===== config.mk =====
export PLATFORM = sky130hd
export DESIGN_NAME = mandala_anim_ctrl_flat
export DESIGN_NICKNAME = d
export VERILOG_FILES = /design/src/rtl/mandala_pkg.sv /design/src/rtl/mandala_anim_ctrl_if.sv /design/src/rtl/mandala_anim_ctrl_sync2.sv /design/src/rtl/mandala_anim_ctrl.sv /design/src/flat_wrapper.sv
export SDC_FILE = /design/constraint.sdc
export NUM_CORES = 1
export LEC_CHECK = 0
export CORE_ASPECT_RATIO = 0.9
export CORE_MARGIN = 2
export CORE_UTILIZATION = 56
export CTS_CLUSTER_SIZE = 24
export DETAILED_ROUTE_END_ITERATION = 7
export PLACE_DENSITY_LB_ADDON = 0.15
export SYNTH_ARGS = -nofsm -noshare
export SYNTH_HDL_FRONTEND = slang
export SYNTH_SLANG_ARGS = --single-unit

===== constraint.sdc =====
create_clock -name clk -period 3.5 [get_ports clk]
set_input_delay 0.35 -clock clk [delete_from_list [all_inputs] [get_ports clk]]
set_output_delay 0.35 -clock clk [all_outputs]
set_load 0.005 [all_outputs]

===== src/rtl/mandala_pkg.sv =====
// Shared types and defaults for the mandala animation sequencer.
package mandala_pkg;

    // Sequencer states; encodings are fixed so debug taps read consistently.
    typedef enum logic [1:0] {
        RUN       = 2'd0,
        PAUSED    = 2'd1,
        STEP_PEND = 2'd2
    } anim_state_t;

    localparam int PHASE_W_DEF = 10;
    localparam int COLOR_W_DEF = 8;

    // True for every state that the user sees as "paused".
    function automatic logic is_paused_state(input anim_state_t s);
        return (s == PAUSED) || (s == STEP_PEND);
    endfunction

endpackage


===== src/rtl/mandala_anim_ctrl_if.sv =====
// Control/phase bundle between the frame source, user controls and the
// animation sequencer. master = stimulus/consumer side, slave = sequencer.
interface mandala_anim_ctrl_if #(
    parameter int PHASE_W = 10,
    parameter int COLOR_W = 8
);
    logic               vsync;
    logic [2:0]         speed;
    logic               dir;
    logic               pause;
    logic               step;
    logic [PHASE_W-1:0] pattern_phase;
    logic [COLOR_W-1:0] color_phase;
    logic               frame_tick;
    logic               paused;
    logic [15:0]        frame_count;

    modport master (
        output vsync, speed, dir, pause, step,
        input  pattern_phase, color_phase, frame_tick, paused, frame_count
    );

    modport slave (
        input  vsync, speed, dir, pause, step,
        output pattern_phase, color_phase, frame_tick, paused, frame_count
    );
endinterface


===== src/rtl/mandala_anim_ctrl_sync2.sv =====
// Parameterised-width two-flop synchroniser with asynchronous reset.
module sync2 #(
    parameter int W = 1
) (
    input  logic         clk,
    input  logic         reset,
    input  logic [W-1:0] d,
    output logic [W-1:0] q
);
    logic [W-1:0] meta_r;
    logic [W-1:0] sync_r;

    // Two-stage capture of pins that are asynchronous to clk.
    always_ff @(posedge clk or posedge reset) begin
        if (reset) begin
            meta_r <= {W{1'b0}};
            sync_r <= {W{1'b0}};
        end else begin
            meta_r <= d;
            sync_r <= meta_r;
        end
    end

    assign q = sync_r;
endmodule


===== src/rtl/mandala_anim_ctrl.sv =====
// Frame-synchronous animation sequencer: advances pattern/colour phases only
// on a vsync rise so the downstream pattern stage never tears mid-frame.
module mandala_anim_ctrl
    import mandala_pkg::*;
#(
    parameter int PHASE_W    = PHASE_W_DEF,
    parameter int COLOR_W    = COLOR_W_DEF,
    parameter int PHASE_STEP = 1,
    parameter int COLOR_DIV  = 4
) (
    input  logic                clk,
    input  logic                reset,
    mandala_anim_ctrl_if.slave  bus
);
    localparam int                  CDIV_W     = (COLOR_DIV > 1) ? $clog2(COLOR_DIV) : 1;
    localparam logic [CDIV_W-1:0]   CDIV_LAST  = CDIV_W'(COLOR_DIV - 1);
    localparam logic [CDIV_W-1:0]   CDIV_ONE   = CDIV_W'(32'd1);
    localparam logic [PHASE_W-1:0]  PSTEP      = PHASE_W'(PHASE_STEP);
    localparam logic [COLOR_W-1:0]  COLOR_ONE  = COLOR_W'(32'd1);

    // Synchronised user controls.
    logic [5:0]         sync_q_s;
    logic [2:0]         speed_sync_s;
    logic               dir_sync_s;
    logic               pause_sync_s;
    logic               step_sync_s;
    logic               step_d_r;
    logic               step_rise_s;

    // Frame detection.
    logic               vsync_d_r;
    logic               tick_s;

    // Sequencer state and counters.
    anim_state_t        state_r;
    anim_state_t        state_next_s;
    logic [2:0]         div_cnt_r;
    logic [2:0]         div_next_s;
    logic               advance_s;
    logic [CDIV_W-1:0]  col_div_r;

    // Output registers.
    logic [PHASE_W-1:0] pattern_phase_r;
    logic [COLOR_W-1:0] color_phase_r;
    logic               frame_tick_r;
    logic               paused_r;
    logic [15:0]        frame_count_r;

    sync2 #(.W(6)) u_sync2 (
        .clk   (clk),
        .reset (reset),
        .d     ({bus.speed, bus.dir, bus.pause, bus.step}),
        .q     (sync_q_s)
    );

    assign speed_sync_s = sync_q_s[5:3];
    assign dir_sync_s   = sync_q_s[2];
    assign pause_sync_s = sync_q_s[1];
    assign step_sync_s  = sync_q_s[0];

    assign tick_s      = bus.vsync & ~vsync_d_r;
    assign step_rise_s = step_sync_s & ~step_d_r;

    // Edge-detect registers. vsync_d resets high so that a vsync already
    // asserted when reset drops is not mistaken for a fresh frame start.
    always_ff @(posedge clk or posedge reset) begin
        if (reset) begin
            vsync_d_r <= 1'b1;
            step_d_r  <= 1'b0;
        end else begin
            vsync_d_r <= bus.vsync;
            step_d_r  <= step_sync_s;
        end
    end

    // Next-state, divider and advance decision.
    always_comb begin
        state_next_s = state_r;
        div_next_s   = div_cnt_r;
        advance_s    = 1'b0;
        case (state_r)
            RUN: begin
                if (tick_s) begin
                    if (pause_sync_s) begin
                        state_next_s = PAUSED;
                        div_next_s   = 3'd0;
                    end else if (div_cnt_r >= speed_sync_s) begin
                        advance_s    = 1'b1;
                        div_next_s   = 3'd0;
                    end else begin
                        div_next_s   = div_cnt_r + 3'd1;
                    end
                end else begin
                    div_next_s = div_cnt_r;
                end
            end
            PAUSED: begin
                // Release wins over a coincident step; ticks never advance here.
                if (!pause_sync_s) begin
                    state_next_s = RUN;
                    div_next_s   = 3'd0;
                end else if (step_rise_s) begin
                    state_next_s = STEP_PEND;
                end else begin
                    state_next_s = PAUSED;
                end
            end
            STEP_PEND: begin
                // Exactly one advance at the next frame; extra steps are dropped.
                if (tick_s) begin
                    advance_s    = 1'b1;
                    div_next_s   = 3'd0;
                    state_next_s = pause_sync_s ? PAUSED : RUN;
                end else begin
                    state_next_s = STEP_PEND;
                end
            end
            default: begin
                state_next_s = RUN;
                div_next_s   = 3'd0;
            end
        endcase
    end

    // State and frame-divider register.
    always_ff @(posedge clk or posedge reset) begin
        if (reset) begin
            state_r   <= RUN;
            div_cnt_r <= 3'd0;
        end else begin
            state_r   <= state_next_s;
            div_cnt_r <= div_next_s;
        end
    end

    // Phase advance; direction is taken from dir as seen on the advancing edge.
    always_ff @(posedge clk or posedge reset) begin
        if (reset) begin
            pattern_phase_r <= {PHASE_W{1'b0}};
            color_phase_r   <= {COLOR_W{1'b0}};
            col_div_r       <= {CDIV_W{1'b0}};
        end else if (advance_s) begin
            if (dir_sync_s) begin
                pattern_phase_r <= pattern_phase_r - PSTEP;
            end else begin
                pattern_phase_r <= pattern_phase_r + PSTEP;
            end
            if (col_div_r == CDIV_LAST) begin
                col_div_r <= {CDIV_W{1'b0}};
                if (dir_sync_s) begin
                    color_phase_r <= color_phase_r - COLOR_ONE;
                end else begin
                    color_phase_r <= color_phase_r + COLOR_ONE;
                end
            end else begin
                col_div_r <= col_div_r + CDIV_ONE;
            end
        end
    end

    // Frame pulse, frame counter and paused flag (decoded from next state so
    // it always equals the state register decode, with no input path).
    always_ff @(posedge clk or posedge reset) begin
        if (reset) begin
            frame_tick_r  <= 1'b0;
            frame_count_r <= 16'd0;
            paused_r      <= 1'b0;
        end else begin
            frame_tick_r <= tick_s;
            paused_r     <= is_paused_state(state_next_s);
            if (tick_s) begin
                frame_count_r <= frame_count_r + 16'd1;
            end
        end
    end

    assign bus.pattern_phase = pattern_phase_r;
    assign bus.color_phase   = color_phase_r;
    assign bus.frame_tick    = frame_tick_r;
    assign bus.paused        = paused_r;
    assign bus.frame_count   = frame_count_r;
endmodule


===== src/flat_wrapper.sv =====
// flat-port wrapper written by rule: the top's interface ports become plain ports
module mandala_anim_ctrl_flat import mandala_pkg::*;
#(
    parameter int PHASE_W    = PHASE_W_DEF,
    parameter int COLOR_W    = COLOR_W_DEF,
    parameter int PHASE_STEP = 1,
    parameter int COLOR_DIV  = 4
)
  (clk, reset, bus_vsync, bus_speed, bus_dir, bus_pause, bus_step, bus_pattern_phase, bus_color_phase, bus_frame_tick, bus_paused, bus_frame_count);
  mandala_anim_ctrl_if #(.PHASE_W(PHASE_W), .COLOR_W(COLOR_W)) bus_i ();
  input  logic clk;
  input  logic reset;
  input wire logic [$bits(bus_i.vsync)-1:0] bus_vsync;
  input wire logic [$bits(bus_i.speed)-1:0] bus_speed;
  input wire logic [$bits(bus_i.dir)-1:0] bus_dir;
  input wire logic [$bits(bus_i.pause)-1:0] bus_pause;
  input wire logic [$bits(bus_i.step)-1:0] bus_step;
  output wire logic [$bits(bus_i.pattern_phase)-1:0] bus_pattern_phase;
  output wire logic [$bits(bus_i.color_phase)-1:0] bus_color_phase;
  output wire logic [$bits(bus_i.frame_tick)-1:0] bus_frame_tick;
  output wire logic [$bits(bus_i.paused)-1:0] bus_paused;
  output wire logic [$bits(bus_i.frame_count)-1:0] bus_frame_count;
  assign bus_i.vsync = bus_vsync;
  assign bus_i.speed = bus_speed;
  assign bus_i.dir = bus_dir;
  assign bus_i.pause = bus_pause;
  assign bus_i.step = bus_step;
  assign bus_pattern_phase = bus_i.pattern_phase;
  assign bus_color_phase = bus_i.color_phase;
  assign bus_frame_tick = bus_i.frame_tick;
  assign bus_paused = bus_i.paused;
  assign bus_frame_count = bus_i.frame_count;
  mandala_anim_ctrl #(.PHASE_W(PHASE_W), .COLOR_W(COLOR_W), .PHASE_STEP(PHASE_STEP), .COLOR_DIV(COLOR_DIV)) u_core (.clk(clk), .reset(reset), .bus(bus_i));
endmodule

==> results of run 1 <==
[placed cells by master, fill, tap and decap left out, drive strengths merged, types with 11 or more instances in the layout]
cell           Yosys  routed
ha                20      20
xor2              12      12
clkdlybuf4s50      0      44
inv               11      11
nand2             27      27
xnor2             19      19
o21ai             21      21
dfrtp             56      56
a21oi             12      12
clkbuf             0      16
[cell families after synthesis]
| kind of cell | count (synthesis) | share of synthesized area [%] |
|---|---|---|
| xor+xnor | 31 | 9.636 |
| flops | 57 | 50.67 |
| buf+inv | 14 | 2.620 |
| compound gates | 50 | 10.88 |
| simple gates | 71 | 14.70 |
| mux | 3 | 1.199 |
| fa+ha+maj | 22 | 10.30 |
[metrics by stage]
stage	hold WS [ns]	instances
global route	0.3552	371
CTS	0.3487	371
detailed placement	0.3347	355
floorplan	0.3312	248
finish	0.3469	371
global placement	0.3334	355
[power breakdown]
part	switching, mW	internal [mW]	total (mW)	leakage, nW
registers	0.145	0.793	0.938	0.725
logic	0.359	0.462	0.821	0.821
clock network	0.235	0.317	0.552	0.0910
[layout make-up]
cell class | count | area (um^2)
clock buffers | 16 | 180.2
flip-flops and latches | 57 | 1428
well taps | 65 | 81.33
fillers | 373 | 1338
multi-input cells | 177 | 1316
repair buffers | 45 | 447.9
inverters | 11 | 43.79
[worst max-delay path, stage by stage, from the launching register on]
cell	delay [ns]
dfrtp_1	0.77
ha_1	0.41
a21o_1	0.21
a21oi_2	0.17
o21ai_1	0.12
a31oi_1	0.21
xor2_1	0.16
o21ai_0	0.08
[path summary, 6_finish.rpt]
check | startpoint | endpoint | slack (ns) | cells after the start
worst min register to register | u_core.u_sync2.meta_r[1]$_DFF_PP0_ | u_core.u_sync2.q[1]$_DFF_PP0_ | 0.35 | 0
max in group asynchronous | reset | u_core.vsync_d_r$_DFF_PP1_ | 2.22 | 3
min in group asynchronous | reset | u_core.u_sync2.q[2]$_DFF_PP0_ | 0.46 | 2
worst min-delay path | u_core.u_sync2.meta_r[1]$_DFF_PP0_ | u_core.u_sync2.q[1]$_DFF_PP0_ | 0.35 | 0
worst max-delay path | u_core.u_sync2.q[2]$_DFF_PP0_ | u_core.bus.pattern_phase[8]$_DFFE_PP0P_ | 1.25 | 7
worst max register to register | u_core.u_sync2.q[2]$_DFF_PP0_ | u_core.bus.pattern_phase[8]$_DFFE_PP0P_ | 1.25 | 7
[registers in the layout (all words and copies together), names as in the netlist]
| name | cells |
|---|---|
| u_core.state_r | 2 |
| u_core.bus.paused | 1 |
| u_core.step_d_r | 1 |
| u_core.bus.frame_tick | 1 |
| u_core.bus.color_phase | 8 |
| u_core.bus.frame_count | 16 |
| u_core.col_div_r | 2 |
| u_core.u_sync2.meta_r | 6 |
| u_core.div_cnt_r | 3 |
| u_core.u_sync2.q | 6 |
| u_core.vsync_d_r | 1 |
| u_core.bus.pattern_phase | 10 |
[layer usage]
metal	up-vias	wire [um]	GRT usage (%)
met5	-	0	0
met4	0	59	7.018
met3	6	188	5.542
met2	43	2322	33.14
met1	934	2379	27.56
li1	967	-	-
==> metrics.md, run 1 <==
| Metric | Value |
|---|---|
| Finished Cell Area | `0.003497 mm^2` |
| Layout Utilization | `72.33%` |
| Initial DRC Count | `52` |
| Worst-Skew Late Latency | `0.32 ns` |
| Share of cells above drive strength 1 | `11.44%` |
| Crit path max fanout | `19` |
| Most common cell in the netlist | `dfrtp_1` |
| Max-slew violation count | `0` |
| Primary FF master, synth | `dfrtp_1` |
| First-pass GRT wire length | `9.135 mm` |
| Rows | `24` |
| Final worst setup slack | `1.250 ns` |
| Clock Path Buffers | `2` |
| Startpoint Class | `register` |
| Yosys reg bits | `57` |
| N_diodes | `0` |
| Syn_nets | `279` |
| Setup WS pre-CTS | `1.252 ns` |
| Setup TNS | `0 ns` |
| Period utilisation layout | `64.29%` |
| Post-DP HPWL | `3.501 mm` |
| Nets@finish | `332` |
| Num ports | `45` |
| Hold Path Class | `register to register` |
| Hold Fails Final Rpt | `0` |
| Reg clk slew, reported paths | `0.06 ns` |
| Placed cell areas | `0.003317 mm^2` |
| Avg Cell Area, Syn | `11.36 um^2` |
| CTS tree | `done` |
| Number of global-route vias before repair | `2009` |
| Type of the worst setup path | `register to register` |
| Min Clock Period, post-route | `2.250 ns` |
| Pwr Density | `660.7 mW/mm^2` |
| Post-CTS Resized | `0` |
| Total CTS buffers | `9` |
| Clock root buffer | `clkbuf_8` |
| DRC Markers | `0` |
| Max Cap Violations | `0` |
| Ys async rst share | `100.0%` |
| Synth Instances | `248` |
| Post-CTS Setup Bufs | `0` |
| Setup violators final | `0` |
| Layout area overhead | `24.11%` |
| Cell Area, Synth | `0.002818 mm^2` |
| Cell variety after synth | `45` |
| Unrepaired setup endpoints after global routing | `no` |
| Slew @ Worst Pin | `0.6967 ns` |
| Yosys warnings | `0` |
| Largest net degree at the start of global routing | `35` |
| Drt total wl | `4.950 mm` |
| Top post-synthesis cells by area | `dfrtp_1 50%, ha_1 8.9%, xnor2_1 5.9%, xor2_1 3.7%, nand2_1 3.6%` |
| Achievable frequency | `444.4 MHz` |
| WP data arrival | `2.44 ns` |
| Clk_skew | `0.005837 ns` |
| Via density per instance | `5.256` |
| Top cell type's share of synthesized area | `49.73%` |
| GPL Wtd Cong | `0.8263` |
| Peak VDD IR | `0.0003935 V` |
| Outcome | `finished clean` |
| Die Height | `71.30 um` |
| Post-synth top cells | `56 x dfrtp_1, 27 x nand2_1, 20 x ha_1` |
| Final ANT Viol Nets | `0` |
| Post-synth EDFFs | `0` |
| Clock sink count | `57` |
| Sequential area share after synthesis | `50.67%` |
| Leakage | `1.638 nW` |
| Core box area | `0.004835 mm^2` |
| Cts hold-fix bufs | `0` |
| IO Port Bufs | `44` |
| Chip width | `78.77 um` |
| Drt wl/cell | `13.34 um` |
| Max transition margin | `53.49%` |
| Power Total | `2.311 mW` |
| Initial antenna violation count | `0` |
| Grt ovf | `0` |
| Via count | `1950` |
| CTS H-tree depth | `3` |
| Pre-antenna DRT Iters | `4` |
| Worst EP required | `3.69 ns` |
| Die ar. | `0.005616 mm^2` |
| Total track usage | `20.67%` |
| Initial Util | `58.28%` |
| Leading area contributor after synthesis | `dfrtp_1` |
| CP Capture Type | `register` |
(Power assumes the default switching activity.)
==> inputs of run 2 (changes only) <==
--- a/config.mk
+++ b/config.mk
@@ -7,7 +7,7 @@
 export LEC_CHECK = 0
 export CORE_ASPECT_RATIO = 0.9
 export CORE_MARGIN = 2
-export CORE_UTILIZATION = 56
+export CORE_UTILIZATION = 48
 export CTS_CLUSTER_SIZE = 24
 export DETAILED_ROUTE_END_ITERATION = 7
 export PLACE_DENSITY_LB_ADDON = 0.15
==> constraint.sdc (replaced) <==
create_clock -name clk -period 1.85 [get_ports clk]
set_input_delay 0.185 -clock clk [delete_from_list [all_inputs] [get_ports clk]]
set_output_delay 0.185 -clock clk [all_outputs]
set_load 0.005 [all_outputs]
==> metrics.md, run 2 (synthesis gave the netlist of run 1 again) <==
| Metric | Value |
|---|---|
| Outcome | `finished, violations left` |
| Violated checks | `negative setup slack` |
| Crit path max fanout | `6` |
| CTS tree | `done` |
| Grt ovf | `0` |
| Max-slew violation count | `0` |
| Hold Fails Final Rpt | `0` |
| Final worst setup slack | `-0.04400 ns` |
| Via count | `2045` |
| CTS H-tree depth | `3` |
| Commonest non-fill, non-tap cell in the layout | `dfrtp_1` |
| Drt wl/cell | `13.78 um` |
| N_diodes | `0` |
| Hold Path Class | `primary input to asynchronous set/reset pin` |
| Startpoint Class | `register` |
| Die Height | `76.69 um` |
| Buf/Inv on CP | `1` |
| Worst-Skew Late Latency | `0.33 ns` |
| Share of cells above drive strength 1 | `27.38%` |
| Max Cap Violations | `0` |
| Max transition margin | `80.83%` |
| Worst path slowest cell | `dfrtp_4` |
| Rows | `26` |
| Final ANT Viol Nets | `0` |
| Initial DRC Count | `51` |
| Critical Path Max Stage Delay | `0.54 ns` |
| Leakage | `1.816 nW` |
| Min Clock Period, post-route | `1.894 ns` |
| GPL Wtd Cong | `0.7686` |
| Worst EP required | `2.07 ns` |
| Setup TNS | `-0.1356 ns` |
| Total CTS buffers | `9` |
| Via density per instance | `5.037` |
| Core box area | `0.005660 mm^2` |
| Setup violators final | `4` |
| Drt total wl | `5.595 mm` |
| Period utilisation layout | `102.4%` |
| WP data arrival | `2.11 ns` |
| Peak VDD IR | `0.0007066 V` |
| Clock sink count | `57` |
| Chip width | `84.76 um` |
| WP depth | `8` |
| Number of global-route vias before repair | `2114` |
| Slew @ Worst Pin | `0.2871 ns` |
| Clock root buffer | `clkbuf_8` |
| Initial antenna violation count | `0` |
| Worst path top cell family by delay | `compound AO/OA/AOI/OAI gates` |
| Clk_skew | `0.005624 ns` |
| Largest register FFs | `16` |
| Clock Path Buffers | `2` |
| CP Capture Type | `register` |
| Pre-antenna DRT Iters | `4` |
| Total track usage | `18.67%` |
| Reg clk slew, reported paths | `0.06 ns` |
| Achievable frequency | `528.0 MHz` |
| Most frequent cells in the layout | `55 x dfrtp_1, 44 x clkdlybuf4s50_1, 27 x buf_4` |
| Power Total | `4.983 mW` |
| Reg2reg path depth | `8` |
| IO Port Bufs | `44` |
| First-pass GRT wire length | `9.494 mm` |
| DRC Markers | `0` |
| Die ar. | `0.006500 mm^2` |
| Nets@finish | `363` |
| Crit path cell chain | `buf_8, ha_4, a21o_1, a21oi_2, o21ai_2, a31oi_1, xor2_1, o21ai_1` |
| Unrepaired setup endpoints after global routing | `yes` |
| Type of the worst setup path | `register to register` |
| Initial Util | `49.78%` |
| Largest net degree at the start of global routing | `47` |
| Num ports | `45` |
| Pwr Density | `1252 mW/mm^2` |
| Post-DP HPWL | `3.647 mm` |
| Layout area overhead | `41.21%` |
[run 2: cell count changes in the layout (fill, tap and decap cells not counted), sizes merged]
cell	delta
buf	+31
clkinv	+1
clkinvlp	+1
clkbuf	-3
[run 2: worst paths after layout]
kind | startpoint | end | slack [ns]
max | u_core.u_sync2.q[2]$_DFF_PP0_ | u_core.bus.pattern_phase[8]$_DFFE_PP0P_ | -0.04
min | reset | u_core.bus.pattern_phase[0]$_DFFE_PP0P_ | 0.10
max reg2reg | u_core.u_sync2.q[2]$_DFF_PP0_ | u_core.bus.pattern_phase[8]$_DFFE_PP0P_ | -0.04
min reg2reg | u_core.u_sync2.meta_r[1]$_DFF_PP0_ | u_core.u_sync2.q[1]$_DFF_PP0_ | 0.35
max in group asynchronous | reset | u_core.vsync_d_r$_DFF_PP1_ | 1.18
min in group clk | bus_speed[0] | u_core.u_sync2.meta_r[3]$_DFF_PP0_ | 0.28
[run 2: what timing repair did]
action | 4_1_cts | 5_1_grt
setup endpoints to repair | 8 | 20
gates resized for setup | 32 | 10
setup buffers | 6 | 1
hold buffers | 0 | 0
pin swaps | 14 | 8
[run 2: final cells by class]
class	instances	area, um^2
well taps	70	87.58
flip-flops and latches	57	1431
clock buffers	13	168.9
fillers	458	1682
inverters	11	43.79
repair buffers	76	724.4
multi-input cells	177	1510
clock inverters	2	12.51
[run 2: worst register-to-register path, delay by kind of cell, from the launching register on]
kind,cells,cell delay (ns)
AOI/OAI and AO/OA,5,0.64
adders and majority gates,1,0.22
buffers and inverters,1,0.17
xor gates and xnor gates,1,0.20
DFF,1,0.54
[run 2: per-layer routing]
metal  part of all wire, %  GRT usage, %  up-vias
met5                     0             0        -
li1                      -             -     1026
met3                   4.0         7.643        9
met2                    48         29.21       36
met4                   1.4         5.873        0
met1                    46         23.73      974
[run 2: power by group]
group	leakage (nW)	internal, mW	switching [mW]
clock	0.0915	0.586	0.479
combinational	1.00	1.27	0.830
sequential	0.724	1.50	0.316
total	1.82	3.36	1.63
[run 2: stage by stage]
step | utilization (%) | area, um^2 | setup slack, ns | hold WS (ns) | instances
3_5_place_dp | 62.40 | 3532 | -0.1142 | 0.3347 | 384
3_3_place_gp | 62.40 | 3532 | -0.05718 | 0.3317 | 384
5_1_grt | 70.29 | 3979 | -0.1719 | 0.1298 | 406
6_report | 70.29 | 3979 | -0.04400 | 0.1029 | 406
2_1_floorplan | - | 2821 | -0.003740 | 0.1895 | 248
4_1_cts | 69.61 | 3940 | -0.05601 | 0.09779 | 405
